--- config.mk ---
export PLATFORM = sky130hd
export DESIGN_NAME = regfile_scoreboard
export DESIGN_NICKNAME = d
export VERILOG_FILES = /design/src/rtl/regfile_pkg.sv /design/src/rtl/regfile_scoreboard_bits.sv /design/src/rtl/regfile_scoreboard.sv
export SDC_FILE = /design/constraint.sdc
export NUM_CORES = 2
export LEC_CHECK = 0
export CORE_MARGIN = 2
export CORE_UTILIZATION = 40
export DETAILED_ROUTE_END_ITERATION = 12
export PLACE_DENSITY = 0.54
export SLEW_MARGIN = 40
export SYNTH_ARGS = -nofsm -noshare
export SYNTH_HDL_FRONTEND = slang
export SYNTH_SLANG_ARGS = --single-unit
--- constraint.sdc ---
create_clock -name clk -period 31 [get_ports clk]
set_input_delay 3.1 -clock clk [delete_from_list [all_inputs] [get_ports clk]]
set_output_delay 3.1 -clock clk [all_outputs]
set_load 0.02 [all_outputs]
--- src/rtl/regfile_pkg.sv ---
// Shared constants and types for the integer register file and the pipeline
// stages that address it (decode, writeback).
package regfile_pkg;

  localparam int unsigned XLEN_DEF     = 32;
  localparam int unsigned NREGS_DEF    = 32;
  localparam int unsigned SP_INDEX_DEF = 29;
  localparam int unsigned SP_RESET_DEF = 4096;

  localparam int unsigned AW_DEF = $clog2(NREGS_DEF);

  typedef logic [AW_DEF-1:0]   reg_addr_t;
  typedef logic [XLEN_DEF-1:0] word_t;

endpackage

--- src/rtl/regfile_scoreboard_bits.sv ---
// Per-register busy flags with reserve-over-release priority and a registered
// population count of the flags. Register 0 never becomes busy.
module regfile_scoreboard_bits
  import regfile_pkg::*;
#(
  parameter  int unsigned NREGS = NREGS_DEF,
  localparam int unsigned AW    = $clog2(NREGS)
) (
  input  logic             clk,
  input  logic             rst,
  input  logic             rsv_en,
  input  logic [AW-1:0]    rsv_addr,
  input  logic             rel_en,
  input  logic [AW-1:0]    rel_addr,
  output logic [NREGS-1:0] busy,
  output logic [AW:0]      busy_count
);

  logic             rsv_v;
  logic             rel_v;
  logic             set_new;
  logic             clr_new;
  logic [NREGS-1:0] busy_nxt;
  logic [AW:0]      count_nxt;

  assign rsv_v = rsv_en && (rsv_addr != '0);
  assign rel_v = rel_en && (rel_addr != '0);

  // Next flag vector (release first, reserve overrides) and count delta.
  // A bit counts as newly cleared only if it was set and the same-cycle
  // reserve does not target it; newly set only if it was clear.
  always_comb begin
    busy_nxt = busy;
    if (rel_v) busy_nxt[rel_addr] = 1'b0;
    if (rsv_v) busy_nxt[rsv_addr] = 1'b1;
    busy_nxt[0] = 1'b0;

    set_new = rsv_v && !busy[rsv_addr];
    clr_new = rel_v && busy[rel_addr] && !(rsv_v && (rsv_addr == rel_addr));

    count_nxt = busy_count;
    if (set_new && !clr_new)
      count_nxt = busy_count + (AW+1)'(1);
    else if (clr_new && !set_new)
      count_nxt = busy_count - (AW+1)'(1);
  end

  // Busy flags and count, cleared asynchronously.
  always_ff @(posedge clk or posedge rst) begin
    if (rst) begin
      busy       <= '0;
      busy_count <= '0;
    end else begin
      busy       <= busy_nxt;
      busy_count <= count_nxt;
    end
  end

endmodule

--- src/rtl/regfile_scoreboard.sv ---
// 2-read/1-write integer register file with busy scoreboard.
// Register 0 reads as zero; register SP_INDEX resets to SP_RESET.
// Optional macro REGFILE_BYPASS_EN: same-cycle writeback forwarding to the
// read ports (data and busy).
module regfile_scoreboard
  import regfile_pkg::*;
#(
  parameter  int unsigned XLEN     = XLEN_DEF,
  parameter  int unsigned NREGS    = NREGS_DEF,
  parameter  int unsigned SP_INDEX = SP_INDEX_DEF,
  parameter  int unsigned SP_RESET = SP_RESET_DEF,
  localparam int unsigned AW       = $clog2(NREGS)
) (
  input  logic            clk,
  input  logic            rst,
  input  logic [AW-1:0]   ra_addr,
  output logic [XLEN-1:0] ra_data,
  output logic            ra_busy,
  input  logic [AW-1:0]   rb_addr,
  output logic [XLEN-1:0] rb_data,
  output logic            rb_busy,
  input  logic            rsv_en,
  input  logic [AW-1:0]   rsv_addr,
  input  logic            wb_en,
  input  logic [AW-1:0]   wb_addr,
  input  logic [XLEN-1:0] wb_data,
  output logic [AW:0]     busy_count
);

  localparam logic [XLEN-1:0] SP_RESET_W = XLEN'(SP_RESET);

  logic [XLEN-1:0]  regs [NREGS];
  logic [NREGS-1:0] busy;
  logic             wb_v;

  assign wb_v = wb_en && (wb_addr != '0);

  regfile_scoreboard_bits #(
    .NREGS (NREGS)
  ) u_bits (
    .clk        (clk),
    .rst        (rst),
    .rsv_en     (rsv_en),
    .rsv_addr   (rsv_addr),
    .rel_en     (wb_en),
    .rel_addr   (wb_addr),
    .busy       (busy),
    .busy_count (busy_count)
  );

  // Register storage: async reset to zero except the stack pointer.
  always_ff @(posedge clk or posedge rst) begin
    if (rst) begin
      for (int unsigned i = 0; i < NREGS; i++)
        regs[i] <= (i == SP_INDEX) ? SP_RESET_W : '0;
    end else if (wb_v) begin
      regs[wb_addr] <= wb_data;
    end
  end

  // Combinational read ports with optional writeback forwarding.
  always_comb begin
    ra_data = (ra_addr == '0) ? '0 : regs[ra_addr];
    rb_data = (rb_addr == '0) ? '0 : regs[rb_addr];
    ra_busy = busy[ra_addr];
    rb_busy = busy[rb_addr];
`ifdef REGFILE_BYPASS_EN
    // A forwarded port is no longer pending unless a new producer is being
    // reserved on the same register this cycle.
    if (wb_v && (wb_addr == ra_addr)) begin
      ra_data = wb_data;
      ra_busy = rsv_en && (rsv_addr == ra_addr);
    end
    if (wb_v && (wb_addr == rb_addr)) begin
      rb_data = wb_data;
      rb_busy = rsv_en && (rsv_addr == rb_addr);
    end
`endif
  end

endmodule

==> flow_results.xml <==
<?xml version="1.0" encoding="UTF-8"?>
<metrics>
  <group name="synth">
    <metric name="synth_top_area_share" unit="%">46.6</metric>
    <metric name="netlist-cell-type-count" unit="">50</metric>
    <metric name="synth.ff_latch_count" unit="">1061</metric>
    <metric name="yosys_warnings" unit="">0</metric>
    <metric name="synthesis.instances" unit="">3756</metric>
    <metric name="post_synth_main_area_contributors" unit="">dfrtp_1, mux2_2, mux4_2</metric>
    <metric name="synth_async_sr_flop_share" unit="%">100</metric>
    <metric name="syn_nets" unit="">3818</metric>
    <metric name="synth_edf_count" unit="">0</metric>
    <metric name="post_synth_instance_area" unit="mm2">0.0569</metric>
    <metric name="synth_largest_area_cell" unit="">dfrtp_1</metric>
    <metric name="ys_seq_area_share" unit="%">46.7</metric>
    <metric name="ys_dominant_reg_cell" unit="">dfrtp_1</metric>
    <metric name="synth.avg_cell_area" unit="um2">15.1</metric>
  </group>
  <group name="cells_and_area">
    <metric name="final_design_area_no_fill" unit="mm2">0.0641</metric>
    <metric name="syn2layout_area_growth" unit="%">12.8</metric>
    <metric name="post_layout_nonfiller_instances" unit="">5672</metric>
    <metric name="finish.net_count" unit="">3744</metric>
    <metric name="layout-drive-gt1-share" unit="%">52.6</metric>
  </group>
  <group name="sta">
    <metric name="max_slew.worst_pin.slew" unit="ns">0.871</metric>
    <metric name="setup_violations" unit="">0</metric>
    <metric name="number_of_pins_with_negative_max_slew_slack_in_the_final_report" unit="">0</metric>
    <metric name="post-route-min-period" unit="ns">10.75</metric>
    <metric name="achievable-frequency" unit="MHz">93.1</metric>
    <metric name="timing_hold_violations_final" unit="">0</metric>
    <metric name="min_period_over_period" unit="%">34.7</metric>
    <metric name="totalNegativeSetupSlack" unit="ns">0</metric>
    <metric name="fin_worst_skew" unit="ns">0.0103</metric>
    <metric name="grt_setup_unrepaired" unit="">false</metric>
    <metric name="slew-limit-headroom" unit="%">41.8</metric>
  </group>
  <group name="clock_network">
    <metric name="htree_levels" unit="">3</metric>
    <metric name="cts_setup_buffers" unit="">0</metric>
    <metric name="cts.path.max_buffers" unit="">3</metric>
    <metric name="cts_tree" unit="">built</metric>
    <metric name="root_buffer_master" unit="">clkbuf_16</metric>
    <metric name="cts.repair.resized" unit="">0</metric>
    <metric name="cts_sinks" unit="">1061</metric>
    <metric name="cts.reportedPaths.clkPinSlew" unit="ns">0.06</metric>
    <metric name="hold_buffers" unit="">0</metric>
    <metric name="skew_pair_late_insertion_delay" unit="ns">0.74</metric>
    <metric name="total_clock_buffers_created_by_cts" unit="">119</metric>
  </group>
  <group name="route">
    <metric name="first_iter_violations" unit="">2758</metric>
    <metric name="via_per_inst" unit="">6.27</metric>
    <metric name="dr.pass1.iters" unit="">7</metric>
    <metric name="routedWlPerCell" unit="um">33.1</metric>
    <metric name="wirelength" unit="um">187000</metric>
    <metric name="routed_vias" unit="">35600</metric>
    <metric name="route.detailed.drc" unit="">0</metric>
    <metric name="route.antenna.remaining_nets" unit="">0</metric>
  </group>
  <group name="place">
    <metric name="dp.cells" unit="">5450</metric>
    <metric name="post_dp_cell_area" unit="mm2">0.0601</metric>
    <metric name="globalplace.congestion" unit="">0.810</metric>
    <metric name="total_of_buffers_placed_on_input_and_output_ports" unit="">127</metric>
    <metric name="dp_hpwl" unit="um">107000</metric>
  </group>
  <group name="floorplanning">
    <metric name="dieHeight" unit="um">381</metric>
    <metric name="die_area" unit="mm2">0.145</metric>
    <metric name="fp-row-count" unit="">138</metric>
    <metric name="floorplan.initialDensity" unit="%">40.2</metric>
    <metric name="die_width" unit="um">381</metric>
    <metric name="num_io_pins" unit="">128</metric>
    <metric name="core" unit="mm2">0.141</metric>
  </group>
  <group name="power_and_ir_drop">
    <metric name="power_density" unit="mW/mm2">65.8</metric>
    <metric name="total_leakage_power" unit="nW">27.1</metric>
    <metric name="vdd_drop_max" unit="mV">0.0474</metric>
  </group>
  <group name="setup_path">
    <metric name="worst_path_largest_cell_delay" unit="ns">0.76</metric>
    <metric name="data_required_critical_path" unit="ns">27.90</metric>
    <metric name="path_max_fanout" unit="">62</metric>
    <metric name="worstSetupEndpointType" unit="">output pin</metric>
    <metric name="critical_path.most_common_cell" unit="">buf_4</metric>
    <metric name="critical_path_arrival" unit="ns">7.65</metric>
    <metric name="critical_path.startpoint_type" unit="">input port</metric>
    <metric name="critical_path.slowest_cell" unit="">buf_4</metric>
    <metric name="worstSetupPathType" unit="">in2out</metric>
    <metric name="crit_chain" unit="">buf_8, buf_6, buf_4, buf_4, mux4_2, o221ai_1, a221oi_1, clkdlybuf4s50_1</metric>
  </group>
  <group name="hold_path">
    <metric name="timing.hold.worst.class" unit="">reg2reg</metric>
  </group>
  <group name="global_routing">
    <metric name="grt_total_ovfl" unit="">0</metric>
    <metric name="largest_net_degree_at_the_start_of_global_routing" unit="">92</metric>
    <metric name="grt_pass1_wl" unit="um">274000</metric>
    <metric name="gr-usage-all-layers" unit="%">25.9</metric>
    <metric name="grt_antenna_before_repair" unit="">11</metric>
    <metric name="vias_in_the_first_global_route" unit="">36600</metric>
  </group>
  <group name="job">
    <metric name="max_cap_violations" unit="">0</metric>
  </group>
  <group name="status">
    <metric name="run_status" unit="">finished, final reports clean</metric>
  </group>
</metrics>
-- worst max-delay path: cells and delay by family --
kind                   cells  cell delay [ns]
AO/OA/AOI/OAI              2             0.82
buffers and inverters      5             3.24
multiplexers               1             0.36
-- worst paths after layout --
| check | startpoint | end | slack (ns) | depth (start not counted) |
|---|---|---|---|---|
| max in group asynchronous | rst | regs[92]$_DFFE_PP0P_ | 25.30 | 6 |
| min in group asynchronous | rst | u_bits.busy_count[3]$_DFFE_PP0P_ | 2.74 | 2 |
| worst min-delay path | regs[1004]$_DFFE_PP0P_ | regs[1004]$_DFFE_PP0P_ | 0.37 | 0 |
| worst max-delay path | rb_addr[1] | rb_data[9] | 20.25 | 8 |
| worst min register to register | regs[1004]$_DFFE_PP0P_ | regs[1004]$_DFFE_PP0P_ | 0.37 | 0 |
| worst max register to register | u_bits.busy[7]$_DFF_PP0_ | u_bits.busy_count[5]$_DFFE_PP0P_ | 27.29 | 11 |
-- flip-flops by register name, indices dropped and copies added, names as in the netlist --
signal / count
u_bits.busy_count: 6
regs: 1024
u_bits.busy: 31
-- kinds of logic after synthesis --
| family | synth area share, % |
|---|---|
| adders and majority gates | 0.145 |
| AOI/OAI and AO/OA | 3.65 |
| DFF | 46.7 |
| buffers and inverters | 3.50 |
| xor gates and xnor gates | 0.139 |
| muxes | 44.4 |
| and+or+nand+nor | 1.50 |
-- final cells by class --
class	count	area (um2)
Multi-Input combinational cell	2224	28800
Antenna cell	2	5.00
Inverter	40	156
Tap cell	1890	2360
Fill cell	12500	77300
Clock inverter	37	383
Timing Repair Buffer	236	2340
Clock buffer	182	3600
Sequential cell	1061	26600
-- routing by layer --
metal  vias up  routed length (um)  global-route usage [%]
li1      14500                   -                       -
met1     19700               81900                    36.4
met2      1070               90900                    42.2
met3       259                9590                    3.97
met4         6                5060                    6.74
met5         -                  35                       0
-- report_power, final --
group / total [mW] / switching (mW) / internal (mW)
sequential: 1.86 / 0.203 / 1.65
clock: 1.45 / 0.599 / 0.850
combinational: 0.917 / 0.373 / 0.544
-- cells in the final DEF (no fill, tap or decap), types with 6 or more instances in the layout --
| cell type | netlist | routed |
|---|---|---|
| a32oi_1 | 27 | 27 |
| buf_12 | 0 | 6 |
| nor2_4 | 0 | 20 |
| nor2_1 | 26 | 6 |
| buf_2 | 152 | 41 |
| nand2_8 | 0 | 8 |
| a22oi_1 | 54 | 54 |
| inv_1 | 37 | 36 |
| a31oi_1 | 27 | 27 |
| nand3_1 | 32 | 29 |
| buf_6 | 1 | 25 |
| a22o_1 | 11 | 11 |
| clkinv_2 | 0 | 25 |
| dfrtp_1 | 1060 | 1060 |
| o221ai_1 | 32 | 32 |
| clkbuf_8 | 0 | 35 |
| mux2_2 | 1063 | 1063 |
| a221oi_1 | 38 | 37 |
| buf_8 | 0 | 11 |
| mux4_2 | 522 | 522 |
| buf_16 | 0 | 10 |
| buf_4 | 6 | 58 |
| nand2_1 | 85 | 71 |
| clkbuf_16 | 0 | 121 |
| clkdlybuf4s50_1 | 0 | 84 |
| clkbuf_1 | 234 | 27 |
| nand2b_1 | 8 | 7 |
| a21oi_1 | 32 | 32 |
| o21ai_0 | 41 | 41 |
| bufinv_16 | 0 | 7 |
| mux2i_1 | 152 | 152 |
-- synth_stat cells (37+ instances only) --
library cell / instances
inv_1: 37
o21ai_0: 41
buf_2: 152
mux2i_1: 152
buf_1: 38
dfrtp_1: 1060
mux2_2: 1063
a22oi_1: 54
clkbuf_1: 234
mux4_2: 522
a221oi_1: 38
nand2_1: 85
-- metrics by stage --
step                hold WS, ns  util, %  setup slack [ns]  power, mW
floorplan                 0.425        -             13.27       2.52
global placement          0.362     42.2             19.63       2.77
detailed placement        0.363     42.5             20.14       2.79
CTS                       0.377     45.3             20.16       4.25
global route              0.387     45.4             20.04       4.41
finish                    0.374     45.4             20.25       4.22
No activity file was read; power rests on OpenSTA's default activity.
